--- config.mk ---
export PLATFORM = sky130hd
export DESIGN_NAME = reg_hex_scan_display
export DESIGN_NICKNAME = d
export VERILOG_FILES = /design/src/rtl/reg_hex_scan_display.sv
export SDC_FILE = /design/constraint.sdc
export NUM_CORES = 1
export LEC_CHECK = 0
export ABC_AREA = 1
export ABC_CLOCK_PERIOD_IN_PS = 4000
export CAP_MARGIN = 20
export CORE_MARGIN = 2
export CORE_UTILIZATION = 55
export DETAILED_ROUTE_END_ITERATION = 7
export PLACE_DENSITY = 0.9
export SYNTH_ARGS = -nofsm -noshare
export SYNTH_HDL_FRONTEND = slang
export SYNTH_SLANG_ARGS = --single-unit
--- constraint.sdc ---
create_clock -name Clk -period 4 [get_ports Clk]
set_input_delay 0.8 -clock Clk [delete_from_list [all_inputs] [get_ports Clk]]
set_output_delay 0.8 -clock Clk [all_outputs]
set_load 0.1 [all_outputs]
--- src/rtl/reg_hex_scan_display.sv ---
// reg_hex_scan_display: frame-snapshotted 8-digit hex scanner for an active-low
// multiplexed seven-segment display, with leading-zero blanking and a sticky change flag.
`default_nettype none

module reg_hex_scan_display #(
  parameter int unsigned REFRESH_DIV = 100000,
  parameter bit          BLANK_LZ    = 1'b1
) (
  input  logic        Clk,
  input  logic        Reset,
  input  logic [31:0] v0_In,
  input  logic [31:0] v1_In,
  input  logic        Sel,
  input  logic        Ack,
  output logic [7:0]  An,
  output logic [6:0]  Seg,
  output logic        Dp,
  output logic        Changed
);

  localparam int unsigned    CW      = (REFRESH_DIV > 2) ? $clog2(REFRESH_DIV) : 1;
  localparam logic [CW-1:0]  CNT_MAX = CW'(REFRESH_DIV - 1);

  logic [CW-1:0] cnt_q, cnt_d;
  logic [2:0]    idx_q, idx_d;
  logic [31:0]   snap_q, snap_d;
  logic          src_q, src_d;
  logic          changed_q, changed_d;
  logic [7:0]    an_q, an_d;
  logic [6:0]    seg_q, seg_d;
  logic          dp_q, dp_d;

  logic          tick;
  logic          boundary;
  logic [31:0]   sample;
  logic          set_changed;
  logic [31:0]   shifted;
  logic          blank;

  function automatic logic [6:0] hex7(input logic [3:0] n);
    logic [6:0] s;
    s = 7'h7F;
    case (n)
      4'h0: s = 7'h40;
      4'h1: s = 7'h79;
      4'h2: s = 7'h24;
      4'h3: s = 7'h30;
      4'h4: s = 7'h19;
      4'h5: s = 7'h12;
      4'h6: s = 7'h02;
      4'h7: s = 7'h78;
      4'h8: s = 7'h00;
      4'h9: s = 7'h10;
      4'hA: s = 7'h08;
      4'hB: s = 7'h03;
      4'hC: s = 7'h46;
      4'hD: s = 7'h21;
      4'hE: s = 7'h06;
      4'hF: s = 7'h0E;
      default: s = 7'h7F;
    endcase
    return s;
  endfunction

  // Scan timing and frame-boundary snapshot / change detection
  always_comb begin
    tick        = (cnt_q == CNT_MAX);
    cnt_d       = tick ? '0 : cnt_q + 1'b1;
    idx_d       = tick ? idx_q + 3'd1 : idx_q;
    boundary    = tick && (idx_q == 3'd7);
    sample      = Sel ? v1_In : v0_In;
    snap_d      = boundary ? sample : snap_q;
    src_d       = boundary ? Sel : src_q;
    set_changed = boundary && (sample != snap_q) && (Sel == src_q);
    changed_d   = set_changed | (changed_q & ~Ack);
  end

  // Display drive is derived from the pre-edge index/snapshot, hence a 1-cycle lag
  always_comb begin
    shifted = snap_q >> {idx_q, 2'b00};
    blank   = BLANK_LZ && (idx_q != 3'd0) && (shifted == 32'd0);
    an_d    = 8'hFF;
    seg_d   = 7'h7F;
    dp_d    = 1'b1;
    if (!blank) begin
      an_d  = ~(8'd1 << idx_q);
      seg_d = hex7(shifted[3:0]);
      dp_d  = ~((idx_q == 3'd0) && src_q);
    end
  end

  always_ff @(posedge Clk or negedge Reset) begin
    if (!Reset) begin
      cnt_q     <= '0;
      idx_q     <= 3'd0;
      snap_q    <= 32'd0;
      src_q     <= 1'b0;
      changed_q <= 1'b0;
      an_q      <= 8'hFF;
      seg_q     <= 7'h7F;
      dp_q      <= 1'b1;
    end else begin
      cnt_q     <= cnt_d;
      idx_q     <= idx_d;
      snap_q    <= snap_d;
      src_q     <= src_d;
      changed_q <= changed_d;
      an_q      <= an_d;
      seg_q     <= seg_d;
      dp_q      <= dp_d;
    end
  end

  assign An      = an_q;
  assign Seg     = seg_q;
  assign Dp      = dp_q;
  assign Changed = changed_q;

endmodule

`default_nettype wire
==> results.cfg, run 1 <==
[worst_hold_path]
worst_hold_path_type = in2async

[drt]
drtPass1Iterations = 5
drt_wl_total_mm = 13.4
drc_errors = 0
route.antenna.remaining_nets = 0
drt_first_iter_violations = 367
vias = 5100
route.detailed.vias_per_inst = 5.35
drt-wirelength-per-cell_um = 14.0

[global_route]
globalRouteTotalUtil_pct = 28.2
antenna_violations_before_repair = 0
grt_start_max_net_pins = 53
overflow = 0
grt_first_pass_wirelength_mm = 22.6
number_of_global_route_vias_before_repair = 5006

[pwr]
power.ir.vdd_worst_mv = 0.134
sequential_fraction_of_design_power_pct = 49.2
sw_pwr_uw = 422
power_switching_share_pct = 28.2
p_leak_nw = 3.38
power_frac_clock_pct = 35.4
power.density_cell_area_nw_per_um2 = 246
p_int_mw = 1.07
pwr-share-comb_pct = 15.5

[die]
start_util_pct = 57.3
rows = 34
ioPinCount = 85
core_um2 = 8810
die_area_um2 = 9950
die_w_um = 99.8
fp.dieH_um = 99.8

[cts]
worst_skew_pair.late_latency_ns = 0.35
postCtsSetupBuffers = 0
cts_hold_buffers = 0
cts.repair.resized = 0
clock_tree.buffer_depth = 2
numCtsBuffers = 9
numClockSinks = 70
path_clk_slew_ns = 0.08
ctsHtreeMaxLevel = 3
clock_tree.root_cell = sky130_fd_sc_hd__clkbuf_8
clock_tree_from_tritoncts = built

[critical_path]
critPathArrivalTime_ns = 3.09
cp_cell_sequence = inv_2, o211ai_1, nand2_1, nand2_1, nand2_1, ha_1, nand2_1, a21oi_1, nand2_1, nand2_1, nand3_1, nor2_1, nand2_1, nand2_1
worst-path-buf-inv = 1
crit_path_max_fanout = 19
crit_required_ns = 4.29
critical_path_cell_count = 14
criticalPathCategory = reg2reg
endpoint_kind = register
cpMaxStageDelayCell = sky130_fd_sc_hd__dfrtp_1
r2r_cells = 14
setup.worst_path.start_class = register
crit_top_cell = sky130_fd_sc_hd__nand2_1
timing.critical_path.max_delay_family = simple AND/OR/NAND/NOR gates
critical_path_s_largest_stage_delay_ns = 0.61

[logic_synthesis]
ys_warn_count = 0
seq_area_frac_synth_pct = 35.1
postSynthRegisterBits = 70
synthDistinctLibCells = 34
post_synth.cell_area_avg_um2 = 6.60
syn_nets = 845
syn_inst = 764
post_syn_area_um2 = 5040

[final_layout]
seqCellArea_um2 = 1770
syn_to_final_growth_pct = 20.7
layout.core_utilization_pct = 69.1
post_route_cells_drive_above_1_share_pct = 9.94
n_fill_cell = 758
multi_input_area_um2 = 2760
antenna_cells = 0
final_net_count = 921
non_filler_cells_final = 953
finish.instance_area_um2 = 6090

[job]
cap_violations = 0

[timing]
achievable-frequency_mhz = 356
final_hold_viol_count = 0
finalCritPeriodShare_pct = 70.2
finalCriticalPeriod_ns = 2.81
fin_ws_ns = 1.19
fin_setup_tns_ns = 0
finalSetupViolCount = 0
fin_worst_skew_ns = 0.0164
transition_time_at_the_pin_with_the_least_slew_margin_ns = 0.974
grt_setup_unrepaired = false
worst_slew_margin_relative_to_its_limit_pct = 34.8
number_of_slew_limit_violations_in_the_final_report = 0

[placement]
numPortBuffers = 84
post_detailed_placement_half_perimeter_wirelength_mm = 10.1
dp_slack_ns = 1.22
numPlacedInstances = 937
place_congestion = 0.971
post_dp_cell_area_um2 = 5910

[status]
status = complete, no violations
==> layout by cell type, fill, tap and decap left out, drive strengths merged, types with 2 or more instances in the layout <==
cell	Yosys	routed
clkbuf	7	10
o21ai	38	38
dfstp	16	16
o211ai	4	4
xor2	4	4
clkdlybuf4s50	0	83
a21oi	10	10
nor2	44	44
clkinvlp	0	3
o21bai	2	2
dfrtp	54	54
inv	97	97
ha	13	13
nand2	339	339
or2	2	2
nand3b	6	6
and2	2	2
mux2	15	15
buf	17	6
clkinv	1	4
nand3	88	88
==> cell families (layout without fill, tap and decap cells) <==
group / count (synthesis) / after routing / share of synthesized area [%]
flops: 70 / 70 / 35.1
simple gates: 482 / 482 / 40.2
fa+ha+maj: 13 / 13 / 3.23
xor+xnor: 4 / 4 / 0.695
buf+inv: 122 / 203 / 10.1
compound gates: 58 / 58 / 6.25
mux: 15 / 15 / 4.32
==> flip-flops by register name (all words and copies together), names as in the netlist <==
signal / cells
Changed: 1
Dp: 1
src_q: 1
idx_q: 3
An: 8
Seg: 7
snap_q: 32
cnt_q: 17
==> final cells by class <==
| cell class | count | share of cell area (%) |
|---|---|---|
| Sequential cell | 70 | 29.1 |
| Multi-Input combinational cell | 572 | 45.3 |
| Clock inverter | 6 | 0.617 |
| Clock buffer | 10 | 2.26 |
| Tap cell | 108 | 2.22 |
| Inverter | 98 | 6.12 |
| Timing Repair Buffer | 89 | 14.3 |
==> final timing paths <==
kind                                            from                   to  slack, ns
worst max-delay path            idx_q[1]$_DFFE_PN0N_     Seg[5]$_DFF_PN1_       1.19
worst min-delay path                           Reset  cnt_q[13]$_DFF_PN0_       0.44
worst max register to register  idx_q[1]$_DFFE_PN0N_     Seg[5]$_DFF_PN1_       1.19
worst min register to register    cnt_q[0]$_DFF_PN0_   cnt_q[0]$_DFF_PN0_       0.47
max in group asynchronous                      Reset      An[0]$_DFF_PN1_       2.74
min in group Clk                  cnt_q[0]$_DFF_PN0_   cnt_q[0]$_DFF_PN0_       0.47
==> worst reg2reg max path: stages (launching register included) <==
cell                       delay (ns)
sky130_fd_sc_hd__dfrtp_1         0.61
sky130_fd_sc_hd__inv_2           0.36
sky130_fd_sc_hd__o211ai_1        0.15
sky130_fd_sc_hd__nand2_1         0.08
sky130_fd_sc_hd__nand2_1         0.05
sky130_fd_sc_hd__nand2_1         0.24
sky130_fd_sc_hd__ha_1            0.24
sky130_fd_sc_hd__nand2_1         0.06
sky130_fd_sc_hd__a21oi_1         0.11
sky130_fd_sc_hd__nand2_1         0.08
sky130_fd_sc_hd__nand2_1         0.07
sky130_fd_sc_hd__nand3_1         0.06
sky130_fd_sc_hd__nor2_1          0.12
sky130_fd_sc_hd__nand2_1         0.34
sky130_fd_sc_hd__nand2_1         0.18
==> per-layer routing <==
| metal | up-vias | track usage (%) | share of wire [%] |
|---|---|---|---|
| met2 | 203 | 50.8 | 51 |
| met5 | - | 0 | 0 |
| li1 | 2518 | - | - |
| met4 | 0 | 10.2 | 2.5 |
| met3 | 31 | 3.51 | 5.3 |
| met1 | 2348 | 34.7 | 42 |
==> stage by stage <==
| stage | hold slack, ns | power, mW |
|---|---|---|
| 2_1_floorplan | 0.430 | 0.862 |
| 3_3_place_gp | 0.453 | 0.969 |
| 3_5_place_dp | 0.460 | 0.977 |
| 4_1_cts | 0.457 | 1.50 |
| 5_1_grt | 0.484 | 1.55 |
| 6_report | 0.438 | 1.49 |
==> Yosys cell counts, drive strengths merged <==
| cell type | n | area, um^2 |
|---|---|---|
| a211oi | 1 | 7.51 |
| a21boi | 1 | 7.51 |
| a21o | 1 | 7.51 |
| a21oi | 10 | 50.1 |
| and2 | 2 | 12.5 |
| buf | 17 | 113 |
| clkbuf | 7 | 26.3 |
| clkinv | 1 | 8.76 |
| dfrtp | 54 | 1350 |
| dfstp | 16 | 420 |
| ha | 13 | 163 |
| inv | 97 | 364 |
| mux2 | 15 | 218 |
| nand2 | 339 | 1330 |
| nand3 | 88 | 450 |
| nand3b | 6 | 45.0 |
| nand4 | 1 | 6.26 |
| nor2 | 44 | 178 |
| o211ai | 4 | 30.0 |
| o21a | 1 | 7.51 |
| o21ai | 38 | 190 |
| o21bai | 2 | 15.0 |
| or2 | 2 | 12.5 |
| xor2 | 4 | 35.0 |
==> power groups by stage <==
stage	clock network [mW]	logic [mW]	registers (mW)
floorplan	0	0.120	0.742
global placement	0	0.223	0.746
detailed placement	0	0.230	0.747
CTS	0.536	0.231	0.734
global route	0.558	0.259	0.736
finish	0.529	0.231	0.735
Note: power is estimated with default switching activity, not from simulation.
==> inputs of run 2 (changes only) <==
--- a/config.mk
+++ b/config.mk
@@ -6,12 +6,12 @@
 export NUM_CORES = 1
 export LEC_CHECK = 0
 export ABC_AREA = 1
-export ABC_CLOCK_PERIOD_IN_PS = 4000
+export ABC_CLOCK_PERIOD_IN_PS = 2700
 export CAP_MARGIN = 20
 export CORE_MARGIN = 2
-export CORE_UTILIZATION = 55
+export CORE_UTILIZATION = 54
 export DETAILED_ROUTE_END_ITERATION = 7
-export PLACE_DENSITY = 0.9
+export PLACE_DENSITY = 0.89
 export SYNTH_ARGS = -nofsm -noshare
 export SYNTH_HDL_FRONTEND = slang
 export SYNTH_SLANG_ARGS = --single-unit
==> constraint.sdc (replaced) <==
create_clock -name Clk -period 2.7 [get_ports Clk]
set_input_delay 0.54 -clock Clk [delete_from_list [all_inputs] [get_ports Clk]]
set_output_delay 0.54 -clock Clk [all_outputs]
set_load 0.1 [all_outputs]
==> run 2 against run 1 <==
  * Clock skew fell by 0.0051 ns
  * First-iteration DRC count up 27%
  * Sequential power increased by 48%
  * Critical endpoint unchanged
  * Sequential share of layout area shrank 0.48 points
  * Global-route usage shrank 2.7 points
  * Non-clock buffer count grew 7
  * Critical path type unchanged
==> results.cfg, run 2 (synthesis results as in run 1) <==
[status]
status = complete, no violations

[global_route]
grt_start_max_net_pins = 71
grt_first_pass_wirelength_mm = 20.8
antenna_violations_before_repair = 0
globalRouteTotalUtil_pct = 25.5
number_of_global_route_vias_before_repair = 4595
overflow = 0

[cts]
clock_tree.buffer_depth = 2
clock_tree_from_tritoncts = built
path_clk_slew_ns = 0.08
postCtsSetupBuffers = 0
numCtsBuffers = 9
worst_skew_pair.late_latency_ns = 0.36
numClockSinks = 70
clock_tree.root_cell = sky130_fd_sc_hd__clkbuf_8
ctsHtreeMaxLevel = 3

[final_layout]
layout.core_utilization_pct = 67.6
max_reg_flops = 32
syn_to_final_growth_pct = 22.7
seqCellArea_um2 = 1770
layout.cells.most_common = sky130_fd_sc_hd__nand2_1
n_fill_cell = 790
post_route_cells_drive_above_1_share_pct = 12.7
multi_input_area_um2 = 2760
most-common-layout-cells = sky130_fd_sc_hd__nand2_1, sky130_fd_sc_hd__inv_1, sky130_fd_sc_hd__nand3_1
antenna_cells = 0
largest_register = snap_q
finish.instance_area_um2 = 6190
final_net_count = 928

[timing]
fin_worst_hold_slack_ns = 0.179
finalSetupViolCount = 0
worst_slew_margin_relative_to_its_limit_pct = 67.4
fin_worst_skew_ns = 0.0113
achievable-frequency_mhz = 406
finalCriticalPeriod_ns = 2.46
finalCritPeriodShare_pct = 91.1
fin_setup_tns_ns = 0
final_hold_viol_count = 0
transition_time_at_the_pin_with_the_least_slew_margin_ns = 0.489
grt_setup_unrepaired = false
number_of_slew_limit_violations_in_the_final_report = 0

[drt]
met2_wirelength_mm = 5.72
route.antenna.remaining_nets = 0
drt_first_iter_violations = 466
routed.top_layer = met4
drtPass1Iterations = 5
drc_errors = 0
drt-wirelength-per-cell_um = 12.6
drt_wl_total_mm = 12.1
vias = 4954
route.detailed.vias_per_inst = 5.14
route.layer.met1.wl_mm = 5.35
dr_wl_met3_um = 674

[placement]
numPortBuffers = 84
post_detailed_placement_half_perimeter_wirelength_mm = 9.03
place_congestion = 0.951
post_dp_cell_area_um2 = 5960

[pwr]
power.ir.vdd_worst_mv = 0.195
p_leak_nw = 3.47
power.density_cell_area_nw_per_um2 = 386

[critical_path]
crit_path_max_fanout = 19
setup.worst_path.start_class = register
endpoint_kind = register
criticalPathCategory = reg2reg
critPathArrivalTime_ns = 2.75
crit_required_ns = 2.99
r2r_cells = 16

[die]
rows = 35
die_area_um2 = 10100
fp.dieH_um = 101
start_util_pct = 55.1
die_w_um = 101
core_um2 = 9150
ioPinCount = 85

[job]
cap_violations = 0

[worst_hold_path]
worst_hold_path_type = in2async
## run 2: cell count changes in the layout (fill, tap and decap cells not counted)
cell	delta
sky130_fd_sc_hd__buf_4	+21
sky130_fd_sc_hd__nand2_1	-1
sky130_fd_sc_hd__bufinv_16	+2
sky130_fd_sc_hd__clkdlybuf4s50_1	-17
sky130_fd_sc_hd__clkbuf_1	+1
sky130_fd_sc_hd__buf_12	+3
sky130_fd_sc_hd__clkinv_4	+2
sky130_fd_sc_hd__clkinvlp_4	-3
sky130_fd_sc_hd__nand2_2	+1
sky130_fd_sc_hd__clkinv_2	-2
## run 2: layout make-up
| type | count | area share (%) |
|---|---|---|
| Sequential cell | 70 | 28.6 |
| Tap cell | 111 | 2.24 |
| Multi-Input combinational cell | 572 | 44.6 |
| Timing Repair Buffer | 96 | 14.9 |
| Clock inverter | 5 | 1.33 |
| Clock buffer | 11 | 2.28 |
| Inverter | 98 | 6.02 |
## run 2: critical path, cell delays in order (launching register included)
cell	delay, ns
sky130_fd_sc_hd__dfrtp_1	0.42
sky130_fd_sc_hd__inv_2	0.28
sky130_fd_sc_hd__nand2_1	0.09
sky130_fd_sc_hd__nand2_1	0.08
sky130_fd_sc_hd__nand2_1	0.05
sky130_fd_sc_hd__o21ai_1	0.10
sky130_fd_sc_hd__nand2_1	0.07
sky130_fd_sc_hd__nand2_1	0.14
sky130_fd_sc_hd__ha_1	0.22
sky130_fd_sc_hd__nand2_1	0.06
sky130_fd_sc_hd__a21oi_1	0.11
sky130_fd_sc_hd__nand2_1	0.06
sky130_fd_sc_hd__nand2_1	0.06
sky130_fd_sc_hd__nand3_1	0.07
sky130_fd_sc_hd__nor2_1	0.21
sky130_fd_sc_hd__nand2_2	0.24
sky130_fd_sc_hd__nand2_1	0.13
## run 2: worst paths after layout
path,start,end,slack (ns)
min in group Clk,cnt_q[0]$_DFF_PN0_,cnt_q[0]$_DFF_PN0_,0.47
max in group asynchronous,Reset,Seg[5]$_DFF_PN1_,2.19
worst max register to register,idx_q[0]$_DFFE_PN0N_,Seg[5]$_DFF_PN1_,0.24
worst max-delay path,idx_q[0]$_DFFE_PN0N_,Seg[5]$_DFF_PN1_,0.24
worst min register to register,cnt_q[0]$_DFF_PN0_,cnt_q[0]$_DFF_PN0_,0.47
worst min-delay path,Reset,cnt_q[4]$_DFF_PN0_,0.18
## run 2: power by group
part	total (mW)	leakage [nW]	switching [mW]	internal (mW)
registers	1.09	0.783	0.0231	1.07
clock network	0.963	0.113	0.416	0.547
logic	0.339	2.57	0.164	0.174
total	2.39	3.47	0.603	1.79
## run 2: repair_timing
item                                    in CTS  in global routing
hold buffers                                 0                  0
hold endpoints to repair                     0                  0
endpoints found under the setup margin       0                 11
resized for setup                            0                  1
## run 2: through the flow
stage	setup slack (ns)	std cells	power [mW]
final	0.240	963	2.39
after global routing	0.0568	963	2.49
after CTS	0.165	963	2.40
after detailed placement	0.234	947	1.45
after global placement	0.301	947	1.44
after floorplan	0.558	764	1.28
## run 2: layer usage
layer  vias to the layer above  global-route usage [%]
li1                       2535                       -
met1                      2197                    34.0
met2                       190                    42.1
met3                        32                    4.02
met4                         0                    9.17
met5                         -                       0
